File: config.mk
export PLATFORM = sky130hd
export DESIGN_NAME = calc_sequencer_flat
export DESIGN_NICKNAME = d
export VERILOG_FILES = /design/src/rtl/calc_seq_pkg.sv /design/src/rtl/calc_seq_if.sv /design/src/rtl/seq_timeout_ctr.sv /design/src/rtl/calc_sequencer.sv /design/src/flat_wrapper.sv
export SDC_FILE = /design/constraint.sdc
export NUM_CORES = 1
export LEC_CHECK = 0
export CAP_MARGIN = 40
export CORE_ASPECT_RATIO = 0.6
export CORE_MARGIN = 2
export CORE_UTILIZATION = 55
export DETAILED_ROUTE_END_ITERATION = 7
export PLACE_DENSITY = 0.83
export SYNTH_ARGS = -nofsm -noshare
export SYNTH_HDL_FRONTEND = slang
export SYNTH_SLANG_ARGS = --single-unit
File: constraint.sdc
create_clock -name clk -period 5.29 [get_ports clk]
set_clock_uncertainty 0.15 [all_clocks]
set_input_delay 1.058 -clock clk [delete_from_list [all_inputs] [get_ports clk]]
set_output_delay 1.058 -clock clk [all_outputs]
set_load 0.02 [all_outputs]
File: src/rtl/calc_seq_pkg.sv
// calc_sequencer shared definitions: state encoding,
// key codes and ALU op encodings.
package calc_seq_pkg;

  typedef enum logic [2:0] {
    S_IDLE   = 3'd0,
    S_GOT_A  = 3'd1,
    S_WAIT_B = 3'd2,
    S_GOT_B  = 3'd3,
    S_EXEC   = 3'd4,
    S_CAPT   = 3'd5,
    S_SHOW   = 3'd6
  } state_t;

  localparam logic [3:0] KEY_DIG_MIN = 4'h0;
  localparam logic [3:0] KEY_DIG_MAX = 4'h9;
  localparam logic [3:0] KEY_ADD     = 4'hA;
  localparam logic [3:0] KEY_SUB     = 4'hB;
  localparam logic [3:0] KEY_AND     = 4'hC;
  localparam logic [3:0] KEY_OR      = 4'hD;
  localparam logic [3:0] KEY_ENTER   = 4'hE;
  localparam logic [3:0] KEY_CLEAR   = 4'hF;

  localparam logic [1:0] OP_ADD = 2'd0;
  localparam logic [1:0] OP_SUB = 2'd1;
  localparam logic [1:0] OP_AND = 2'd2;
  localparam logic [1:0] OP_OR  = 2'd3;

  function automatic logic [1:0] key_to_op(
    input logic [3:0] k
  );
    logic [3:0] d;
    d = k - KEY_ADD;
    return d[1:0];
  endfunction

endpackage

File: src/rtl/calc_seq_if.sv
// Key-event / register-bank / ALU bundle around
// calc_sequencer.
interface calc_seq_if;
  logic       key_valid;
  logic [3:0] key_code;
  logic [7:0] alu_result;
  logic       alu_zero;
  logic       wr_en;
  logic [1:0] wr_addr;
  logic [3:0] wr_data;
  logic [1:0] rd_addr_a;
  logic [1:0] rd_addr_b;
  logic [1:0] alu_op;
  logic       chain_sel;
  logic [7:0] result_q;
  logic       zero_q;
  logic       result_valid;
  logic       err;
  logic       busy;
  logic [2:0] state_o;

  modport slave (
    input  key_valid, key_code,
    input  alu_result, alu_zero,
    output wr_en, wr_addr, wr_data,
    output rd_addr_a, rd_addr_b, alu_op,
    output chain_sel, result_q, zero_q,
    output result_valid, err, busy,
    output state_o
  );

  modport master (
    output key_valid, key_code,
    output alu_result, alu_zero,
    input  wr_en, wr_addr, wr_data,
    input  rd_addr_a, rd_addr_b, alu_op,
    input  chain_sel, result_q, zero_q,
    input  result_valid, err, busy,
    input  state_o
  );
endinterface

File: src/rtl/seq_timeout_ctr.sv
// Saturating 24-bit idle counter with a terminal
// flag at TIMEOUT_CYCLES-1.
module seq_timeout_ctr #(
  parameter logic [23:0] TIMEOUT_CYCLES =
    24'd10_000_000
) (
  input  logic clk,
  input  logic reset,
  input  logic i_clr,
  input  logic i_en,
  output logic o_term
);
  logic [23:0] r_cnt;

  // count enabled idle cycles, hold at all-ones
  always_ff @(posedge clk) begin
    if (reset || i_clr)
      r_cnt <= '0;
    else if (i_en && (r_cnt != '1))
      r_cnt <= r_cnt + 24'd1;
  end

  assign o_term =
    (r_cnt == (TIMEOUT_CYCLES - 24'd1));
endmodule

File: src/rtl/calc_sequencer.sv
// Keypad sequencer for the encoder/REG/ALU datapath.
// Build option: CALC_SEQ_CHAIN_EN (op key in SHOW chains).
module calc_sequencer
  import calc_seq_pkg::*;
#(
  parameter logic [23:0] TIMEOUT_CYCLES =
    24'd10_000_000,
  parameter logic [1:0] A_ADDR = 2'd0,
  parameter logic [1:0] B_ADDR = 2'd1
) (
  input logic       clk,
  input logic       reset,
  calc_seq_if.slave bus
);
  state_t     r_state, w_state_nx;
  logic       r_wr_en, w_wr_en;
  logic [1:0] r_wr_addr, w_wr_addr;
  logic [3:0] r_wr_data, w_wr_data;
  logic [1:0] r_rd_a, w_rd_a;
  logic [1:0] r_rd_b, w_rd_b;
  logic [1:0] r_alu_op, w_alu_op;
  logic       r_chain, w_chain;
  logic [7:0] r_result, w_result;
  logic       r_zero, w_zero;
  logic       r_rv, w_rv;
  logic       r_err, w_err;
  logic       r_busy;
  logic       r_settle, w_settle;

  logic w_kv, w_dig, w_op, w_ent, w_clr;
  logic w_entry, w_term, w_timeout;
  logic [3:0] w_key;

  assign w_kv  = bus.key_valid;
  assign w_key = bus.key_code;
  assign w_dig = (w_key <= KEY_DIG_MAX);
  assign w_op  = (w_key >= KEY_ADD) &&
                 (w_key <= KEY_OR);
  assign w_ent = (w_key == KEY_ENTER);
  assign w_clr = (w_key == KEY_CLEAR);

  assign w_entry = (r_state == S_GOT_A)  ||
                   (r_state == S_WAIT_B) ||
                   (r_state == S_GOT_B);

  seq_timeout_ctr #(
    .TIMEOUT_CYCLES(TIMEOUT_CYCLES)
  ) u_to (
    .clk   (clk),
    .reset (reset),
    .i_clr (w_kv | ~w_entry),
    .i_en  (w_entry & ~w_kv),
    .o_term(w_term)
  );

  assign w_timeout = w_entry & ~w_kv & w_term;

  // next state and next registered outputs
  always_comb begin
    w_state_nx = r_state;
    w_wr_en    = 1'b0;
    w_wr_addr  = r_wr_addr;
    w_wr_data  = r_wr_data;
    w_rd_a     = r_rd_a;
    w_rd_b     = r_rd_b;
    w_alu_op   = r_alu_op;
    w_chain    = r_chain;
    w_result   = r_result;
    w_zero     = r_zero;
    w_rv       = 1'b0;
    w_err      = 1'b0;
    w_settle   = 1'b0;
    if (w_kv && w_clr) begin
      w_state_nx = S_IDLE;
      w_result   = 8'h00;
      w_zero     = 1'b0;
      w_chain    = 1'b0;
    end else if (w_timeout) begin
      w_state_nx = S_IDLE;
      w_err      = 1'b1;
    end else begin
      unique case (r_state)
        S_IDLE: if (w_kv) begin
          if (w_dig) begin
            w_wr_en    = 1'b1;
            w_wr_addr  = A_ADDR;
            w_wr_data  = w_key;
            w_state_nx = S_GOT_A;
          end else begin
            w_err = 1'b1;
          end
        end
        S_GOT_A: if (w_kv) begin
          unique case (1'b1)
            w_dig: begin
              w_wr_en   = 1'b1;
              w_wr_addr = A_ADDR;
              w_wr_data = w_key;
            end
            w_op: begin
              w_alu_op   = key_to_op(w_key);
              w_state_nx = S_WAIT_B;
            end
            default: w_err = 1'b1;
          endcase
        end
        S_WAIT_B: if (w_kv) begin
          if (w_dig) begin
            w_wr_en    = 1'b1;
            w_wr_addr  = B_ADDR;
            w_wr_data  = w_key;
            w_state_nx = S_GOT_B;
          end else begin
            w_err = 1'b1;
          end
        end
        S_GOT_B: if (w_kv) begin
          unique case (1'b1)
            w_dig: begin
              w_wr_en   = 1'b1;
              w_wr_addr = B_ADDR;
              w_wr_data = w_key;
            end
            w_op:  w_alu_op   = key_to_op(w_key);
            w_ent: w_state_nx = S_EXEC;
            default: w_err = 1'b1;
          endcase
        end
        S_EXEC: begin
          w_rd_a     = A_ADDR;
          w_rd_b     = B_ADDR;
          w_err      = w_kv;
          w_state_nx = S_CAPT;
        end
        // first CAPT cycle lets the ALU settle on
        // the held addresses, the second captures
        S_CAPT: begin
          w_err = w_kv;
          if (r_settle) begin
            w_result   = bus.alu_result;
            w_zero     = bus.alu_zero;
            w_rv       = 1'b1;
            w_chain    = 1'b0;
            w_state_nx = S_SHOW;
          end else begin
            w_settle = 1'b1;
          end
        end
        S_SHOW: if (w_kv) begin
          unique case (1'b1)
            w_dig: begin
              w_wr_en    = 1'b1;
              w_wr_addr  = A_ADDR;
              w_wr_data  = w_key;
              w_chain    = 1'b0;
              w_state_nx = S_GOT_A;
            end
            w_op: begin
`ifdef CALC_SEQ_CHAIN_EN
              w_alu_op   = key_to_op(w_key);
              w_chain    = 1'b1;
              w_state_nx = S_WAIT_B;
`else
              w_err = 1'b1;
`endif
            end
            default: ;
          endcase
        end
        default: w_state_nx = S_IDLE;
      endcase
    end
  end

  // state and output registers
  always_ff @(posedge clk) begin
    if (reset) begin
      r_state   <= S_IDLE;
      r_wr_en   <= 1'b0;
      r_wr_addr <= 2'd0;
      r_wr_data <= 4'd0;
      r_rd_a    <= A_ADDR;
      r_rd_b    <= B_ADDR;
      r_alu_op  <= OP_ADD;
      r_chain   <= 1'b0;
      r_result  <= 8'h00;
      r_zero    <= 1'b0;
      r_rv      <= 1'b0;
      r_err     <= 1'b0;
      r_busy    <= 1'b0;
      r_settle  <= 1'b0;
    end else begin
      r_state   <= w_state_nx;
      r_wr_en   <= w_wr_en;
      r_wr_addr <= w_wr_addr;
      r_wr_data <= w_wr_data;
      r_rd_a    <= w_rd_a;
      r_rd_b    <= w_rd_b;
      r_alu_op  <= w_alu_op;
      r_chain   <= w_chain;
      r_result  <= w_result;
      r_zero    <= w_zero;
      r_rv      <= w_rv;
      r_err     <= w_err;
      r_busy    <= (w_state_nx == S_EXEC) ||
                   (w_state_nx == S_CAPT);
      r_settle  <= w_settle;
    end
  end

  assign bus.wr_en        = r_wr_en;
  assign bus.wr_addr      = r_wr_addr;
  assign bus.wr_data      = r_wr_data;
  assign bus.rd_addr_a    = r_rd_a;
  assign bus.rd_addr_b    = r_rd_b;
  assign bus.alu_op       = r_alu_op;
  assign bus.chain_sel    = r_chain;
  assign bus.result_q     = r_result;
  assign bus.zero_q       = r_zero;
  assign bus.result_valid = r_rv;
  assign bus.err          = r_err;
  assign bus.busy         = r_busy;
  assign bus.state_o      = r_state;
endmodule

File: src/flat_wrapper.sv
// flat-port wrapper written by rule: the top's interface ports become plain ports
module calc_sequencer_flat import calc_seq_pkg::*;
#(
  parameter logic [23:0] TIMEOUT_CYCLES =
    24'd10_000_000,
  parameter logic [1:0] A_ADDR = 2'd0,
  parameter logic [1:0] B_ADDR = 2'd1
)
  (clk, reset, bus_key_valid, bus_key_code, bus_alu_result, bus_alu_zero, bus_wr_en, bus_wr_addr, bus_wr_data, bus_rd_addr_a, bus_rd_addr_b, bus_alu_op, bus_chain_sel, bus_result_q, bus_zero_q, bus_result_valid, bus_err, bus_busy, bus_state_o);
  calc_seq_if bus_i ();
  input logic clk;
  input logic reset;
  input wire logic [$bits(bus_i.key_valid)-1:0] bus_key_valid;
  input wire logic [$bits(bus_i.key_code)-1:0] bus_key_code;
  input wire logic [$bits(bus_i.alu_result)-1:0] bus_alu_result;
  input wire logic [$bits(bus_i.alu_zero)-1:0] bus_alu_zero;
  output wire logic [$bits(bus_i.wr_en)-1:0] bus_wr_en;
  output wire logic [$bits(bus_i.wr_addr)-1:0] bus_wr_addr;
  output wire logic [$bits(bus_i.wr_data)-1:0] bus_wr_data;
  output wire logic [$bits(bus_i.rd_addr_a)-1:0] bus_rd_addr_a;
  output wire logic [$bits(bus_i.rd_addr_b)-1:0] bus_rd_addr_b;
  output wire logic [$bits(bus_i.alu_op)-1:0] bus_alu_op;
  output wire logic [$bits(bus_i.chain_sel)-1:0] bus_chain_sel;
  output wire logic [$bits(bus_i.result_q)-1:0] bus_result_q;
  output wire logic [$bits(bus_i.zero_q)-1:0] bus_zero_q;
  output wire logic [$bits(bus_i.result_valid)-1:0] bus_result_valid;
  output wire logic [$bits(bus_i.err)-1:0] bus_err;
  output wire logic [$bits(bus_i.busy)-1:0] bus_busy;
  output wire logic [$bits(bus_i.state_o)-1:0] bus_state_o;
  assign bus_i.key_valid = bus_key_valid;
  assign bus_i.key_code = bus_key_code;
  assign bus_i.alu_result = bus_alu_result;
  assign bus_i.alu_zero = bus_alu_zero;
  assign bus_wr_en = bus_i.wr_en;
  assign bus_wr_addr = bus_i.wr_addr;
  assign bus_wr_data = bus_i.wr_data;
  assign bus_rd_addr_a = bus_i.rd_addr_a;
  assign bus_rd_addr_b = bus_i.rd_addr_b;
  assign bus_alu_op = bus_i.alu_op;
  assign bus_chain_sel = bus_i.chain_sel;
  assign bus_result_q = bus_i.result_q;
  assign bus_zero_q = bus_i.zero_q;
  assign bus_result_valid = bus_i.result_valid;
  assign bus_err = bus_i.err;
  assign bus_busy = bus_i.busy;
  assign bus_state_o = bus_i.state_o;
  calc_sequencer #(.TIMEOUT_CYCLES(TIMEOUT_CYCLES), .A_ADDR(A_ADDR), .B_ADDR(B_ADDR)) u_core (.clk(clk), .reset(reset), .bus(bus_i));
endmodule
# After elaboration in Yosys (flattened, before gate mapping)

Index checks and enable logic that the tools add are counted.

Equality and inequality tests: 19
Bitwise gates (word level): 9
Multiplexer cells: 34
Order comparisons: 3
Add/subtract/negate cells: 2
Reductions and logical operators: 27

Operators by type and width:

| operator                                                  | count |
|---|---|
| two-way mux 3 bit                                         | 11 |
| adder 24 x 1 -> 24 bit (second input constant)            | 1 |
| equality test 24 bit (second input constant)              | 1 |
| != test 24 bit (second input constant)                    | 1 |
| one-hot mux 3 bit (6 select lines)                        | 1 |
| equality test 3 bit (second input constant)               | 5 |
| two-way mux 1 bit                                         | 15 |
| AND reduction 5 bit                                       | 3 |
| OR reduction 2 bit                                        | 7 |
| != test 2 x 1 -> 1 bit (second input constant)            | 6 |
| OR reduction 5 bit                                        | 2 |
| equality test 4 bit (second input constant)               | 2 |
| <= comparator 4 bit (second input constant)               | 2 |
| two-way mux 2 bit                                         | 4 |
| AND reduction 7 bit                                       | 1 |
| equality test 3 x 2 -> 1 bit (second input constant)      | 2 |
| NOT 1 bit                                                 | 6 |
| OR reduction 3 bit                                        | 2 |
| one-hot mux 1 bit (5 select lines)                        | 1 |
| greater-or-equal comparator 4 bit (second input constant) | 1 |
| logical OR 1 bit                                          | 4 |
| one-hot mux 2 bit (2 select lines)                        | 1 |
| nonzero test 2 bit                                        | 2 |
| OR reduction 4 bit                                        | 1 |
| 9 further kinds                                           | 12 |

Register bits after elaboration: 50
Logic and storage cells: 107
Output and inout port bits: 29
Input port bits: 16

# Longest topological paths before layout

Depth in word-level cells: 9
Depth in mapped cells: 8
Mapped depth without buffers: 6

# Cells and area by module

A second synthesis with hierarchy kept.

Cells, all modules: 292
Area total of the unflattened synthesis: 2427.3 um^2

Modules (own cells, without submodules):

| module          | times used | area an instance (um^2) | cells an instance |
|---|---|---|---|
| seq_timeout_ctr | 1          | 1320.0                  | 156 |
| calc_sequencer  | 1          | 1107.3                  | 136 |

# Worst setup path before layout

OpenSTA, ideal clock, no wires.

Path kind: in2reg
Start: input port bus_key_code[1]
End: register u_core.r_busy (netlist: u_core.bus.busy)
Library setup time: 0.086 ns
Stages on the path: 6
Arrival: 2.188 ns
Path slack: 2.866 ns
Data required time: 5.054 ns
Path through: clkbuf_1 > and2_1 > nor3b_1 > o21ai_0 > o32a_1 > a211oi_1

Cells in the longest elaborated chain, start to end: 9
Elaborated cells on any way between the ends: 21
Classes of those cells: 3 x order compare; 4 x eq/ne; 11 x mux; 3 x reduce/logical

Ends and longest elaborated chain:

| item                                                                            | line                                         | text |
|---|---|---|
| from (decl)                                                                     | flat_wrapper.sv:14                           | `input wire logic [$bits(bus_i.key_code)-1:0] bus_key_code;` |
| greater-or-equal comparator 4 bit / <= comparator 4 bit (equally long branches) | calc_sequencer.sv:37, calc_sequencer.sv:38   |  |
| logical AND 1 bit                                                               | calc_sequencer.sv:37                         | `assign w_op = (w_key >= KEY_ADD) &&` |
| two-way mux 3 bit                                                               | calc_sequencer.sv:94                         | `unique case (1'b1)` |
| two-way mux 3 bit                                                               | calc_sequencer.sv:93                         | `S_GOT_A: if (w_kv) begin` |
| one-hot mux 3 bit (6 select lines)                                              | calc_sequencer.sv:82                         | `unique case (r_state)` |
| two-way mux 3 bit                                                               | calc_sequencer.sv:78                         | `end else if (w_timeout) begin` |
| two-way mux 3 bit (*)                                                           | calc_sequencer.sv:73                         | `if (w_kv && w_clr) begin` |
| equality test 3 bit (on tied branches)                                          | calc_sequencer.sv:205, calc_sequencer.sv:206 |  |
| logical OR 1 bit (*)                                                            | calc_sequencer.sv:205                        | `r_busy <= (w_state_nx == S_EXEC) \|\|` |
| to (signal assigned)                                                            | calc_sequencer.sv:205                        |  |
| to (decl)                                                                       | calc_sequencer.sv:27                         | `logic r_busy;` |

Every way passes the cells marked *; elsewhere a longest branch is shown, timed or not.
A chain may end at the register's enable or synchronous reset.

# Worst setup path after layout

Start: register u_core.r_state[2] (netlist: u_core.bus.state_o[2])
End: output port bus_state_o[2]

RTL lines:

| item                   | line                  | text |
|---|---|---|
| from (decl)            | calc_sequencer.sv:15  | `state_t r_state, w_state_nx;` |
| from (signal assigned) | calc_sequencer.sv:193 | `r_state <= w_state_nx;` |
| to (decl)              | flat_wrapper.sv:29    | `output wire logic [$bits(bus_i.state_o)-1:0] bus_state_o;` |

No word-level cell between the ends.

==> out/metrics.cfg <==
[power_and_ir_drop]
peakVddDrop_mv = 0.115
p_per_area_mw_per_mm2 = 234
p_leak_nw = 0.940

[floorplanning]
die_x_um = 88.4
rows = 18
dieArea_mm2 = 0.00483
fp.dieH_um = 54.6
core_mm2 = 0.00410
io_pins = 45
initial_utilization_pct = 57.4

[hold_path]
min_from = u_core.bus.result_q[7]
hold_class = reg -> reg

[timing]
hold-worst-slack_ns = 0.309
hold_viol_final = 0
fin_setup_tns_ns = 0
tightest_slew_ns = 0.843
finalCritPeriodShare_pct = 54.3
fmax_mhz = 348
relSlewSlack_pct = 43.3
min_period_ns = 2.87
drv_slew = 0
setup_violations = 0
rsz0062_at_grt = no
layout_setup_ws_ns = 2.42

[global_routing]
grt_pass1_wl_um = 8960
antenna_found_initial = 0
overflow = 0
grt_max_degree = 22
grt_usage_pct = 24.6
grt_pass1_vias = 1874

[finish]
final_net_count = 332
fin_util_pct = 68.7
n_antenna_cell = 0
area.growth.synth_to_final_pct = 19.9
drive_gt1_share_pct = 5.38

[route]
viasPerCell = 5.79
drtIter0Drc = 237
dr.pass1.iters = 5
wl_per_cell_um = 14.7
ant_nets = 0
vias = 2177
drc = 0
routed_wirelength_um = 5520

[yosys]
synthArstFlopShare_pct = 0
synthDistinctLibCells = 47
syn_area_mm2 = 0.00235
ys_warn_count = 0
synthFlopType = dfxtp_1
ys_seq_area_share_pct = 40.9
postSynthAreaPerCell_um2 = 8.28
postSynthCellCount = 284
ys_seq_elements = 48
synth_edf_count = 0

[worst_setup_path]
cp.required_ns = 4.08
path_class = reg -> out
arrival_ns = 1.66
setup.worst_path.start = u_core.bus.state_o[2]
reg2reg_from = u_core.u_to.r_cnt[6]
critical-path-top-delay-family = buffers and inverters
cp-end-kind = output port
crit_buf_inv = 1
crit_chain = clkdlybuf4s50_1
worst_path_largest_cell_delay_ns = 0.71
worstPathMaxFanout = 15
cp_slowest_cell = clkdlybuf4s50_1
worstSetupStartpointType = register

[placed_design]
dp_slack_ns = 2.12
gp_congestion = 0.878
dp_hpwl_um = 4040
numPortBuffers = 38

[run_status]
outcome = finished, final reports clean

[clock_tree]
cts-root-buf = clkbuf_8
clkLatencyLatePin_ns = 0.30
clk_pin_slew_ns = 0.08
numCtsBuffers = 5
post_cts_buffers = 0
cts_resized = 0
ctsHoldBuffers = 0
cts_tree = built
cts_buffer_depth = 2
cts.sinks = 48
htree_num_levels = 2

[run]
cap_violations = 0

## layer usage
layer / part of all wire (%) / up-vias / track usage, %
met5: 0 / - / 0
met1: 51 / 997 / 37.1
met3: 8.2 / 8 / 6.03
li1: - / 1070 / -
met4: 1.3 / 0 / 7.58
met2: 39 / 102 / 34.0
## layout by cell type (no fill, tap or decap), types with 3 or more instances in the layout
| cell | Yosys | layout |
|---|---|---|
| or2_2 | 3 | 3 |
| and3_1 | 7 | 7 |
| dfxtp_1 | 48 | 48 |
| xnor2_1 | 8 | 8 |
| or3_1 | 7 | 7 |
| nor2_1 | 28 | 28 |
| clkbuf_8 | 0 | 6 |
| nand3_1 | 14 | 14 |
| inv_1 | 6 | 6 |
| a31oi_1 | 5 | 5 |
| a211oi_1 | 6 | 6 |
| mux2i_1 | 7 | 7 |
| and2_1 | 3 | 3 |
| nand4_1 | 6 | 6 |
| nand2_1 | 33 | 33 |
| clkdlybuf4s50_1 | 0 | 38 |
| a21oi_1 | 21 | 21 |
| o21ai_1 | 4 | 4 |
| o21ai_0 | 12 | 12 |
| nor4_1 | 7 | 7 |
| xor2_1 | 3 | 3 |
| conb_1 | 2 | 6 |
## area by class of cell
class / instances / area, um^2
multi-input combinational: 215 / 1280
fill: 335 / 1280
sequential: 48 / 961
timing repair buffer: 39 / 385
clock buffer: 8 / 90.1
tap: 60 / 75.1
inverter: 6 / 22.5
## synth_stat cells (2+ instances only)
master	instances	area (um^2)
nor4_1	7	43.8
a211oi_1	6	45.0
o31ai_1	2	15.0
conb_1	2	7.51
and2_1	3	18.8
and3_2	2	15.0
nor2b_1	2	12.5
dfxtp_1	48	961
a21o_1	2	15.0
and3_1	7	43.8
nor3_1	2	10.0
clkbuf_1	11	41.3
or2_2	3	18.8
xor2_1	3	26.3
nand2_1	33	124
o31a_1	2	17.5
nand4_1	6	37.5
a311oi_1	2	17.5
xnor2_1	8	70.1
or4_1	2	15.0
nor4b_2	2	30.0
a21oi_1	21	105
buf_4	7	52.6
a31oi_1	5	31.3
mux2i_1	7	70.1
o21a_1	2	15.0
nor2_1	28	105
nor3b_1	2	15.0
o21ai_0	12	60.1
or3_1	7	43.8
nand3_1	14	70.1
inv_1	6	22.5
o21ai_1	4	20.0
## per-stage QoR
stage | total power [mW] | std cells | cell area [um^2]
detailed placement | 0.441 | 368 | 2730
global placement | 0.440 | 367 | 2720
global route | 0.684 | 376 | 2820
floorplan | 0.418 | 288 | 2370
finish | 0.659 | 376 | 2820
CTS | 0.664 | 376 | 2820
## power by group
part	total [mW]	switching (mW)	internal, mW
logic	0.0626	0.0349	0.0277
clock network	0.225	0.118	0.107
registers	0.372	0.00621	0.365
## path summary, 6_finish.rpt
path              cells after the start  slack [ns]                      to
hold / removal                        2        0.31  u_core.bus.result_q[7]
hold reg to reg                       2        0.31  u_core.bus.result_q[7]
setup / recovery                      1        2.42          bus_state_o[2]
setup reg to reg                      5        2.93   u_core.u_to.r_cnt[15]
## flip-flops by register name, summed over array words and instances (netlist names)
register,flops
u_core.bus.zero_q,1
u_core.bus.result_q,8
u_core.bus.err,1
u_core.bus.alu_op,2
u_core.bus.state_o,3
u_core.u_to.r_cnt,24
u_core.bus.wr_en,1
u_core.bus.wr_data,4
u_core.bus.busy,1
u_core.bus.result_valid,1
u_core.r_settle,1
u_core.bus.wr_addr,1
## cell families after synthesis
family / count (synthesis) / share of synthesized area [%]
compound gates: 64 / 17.3
simple gates: 126 / 28.7
buf+inv: 25 / 5.16
fa+ha+maj: 1 / 0.532
mux: 7 / 2.98
flops: 48 / 40.9
xor+xnor: 11 / 4.10
other cells: 2 / 0.319
Note: power is estimated with default switching activity, not from simulation.
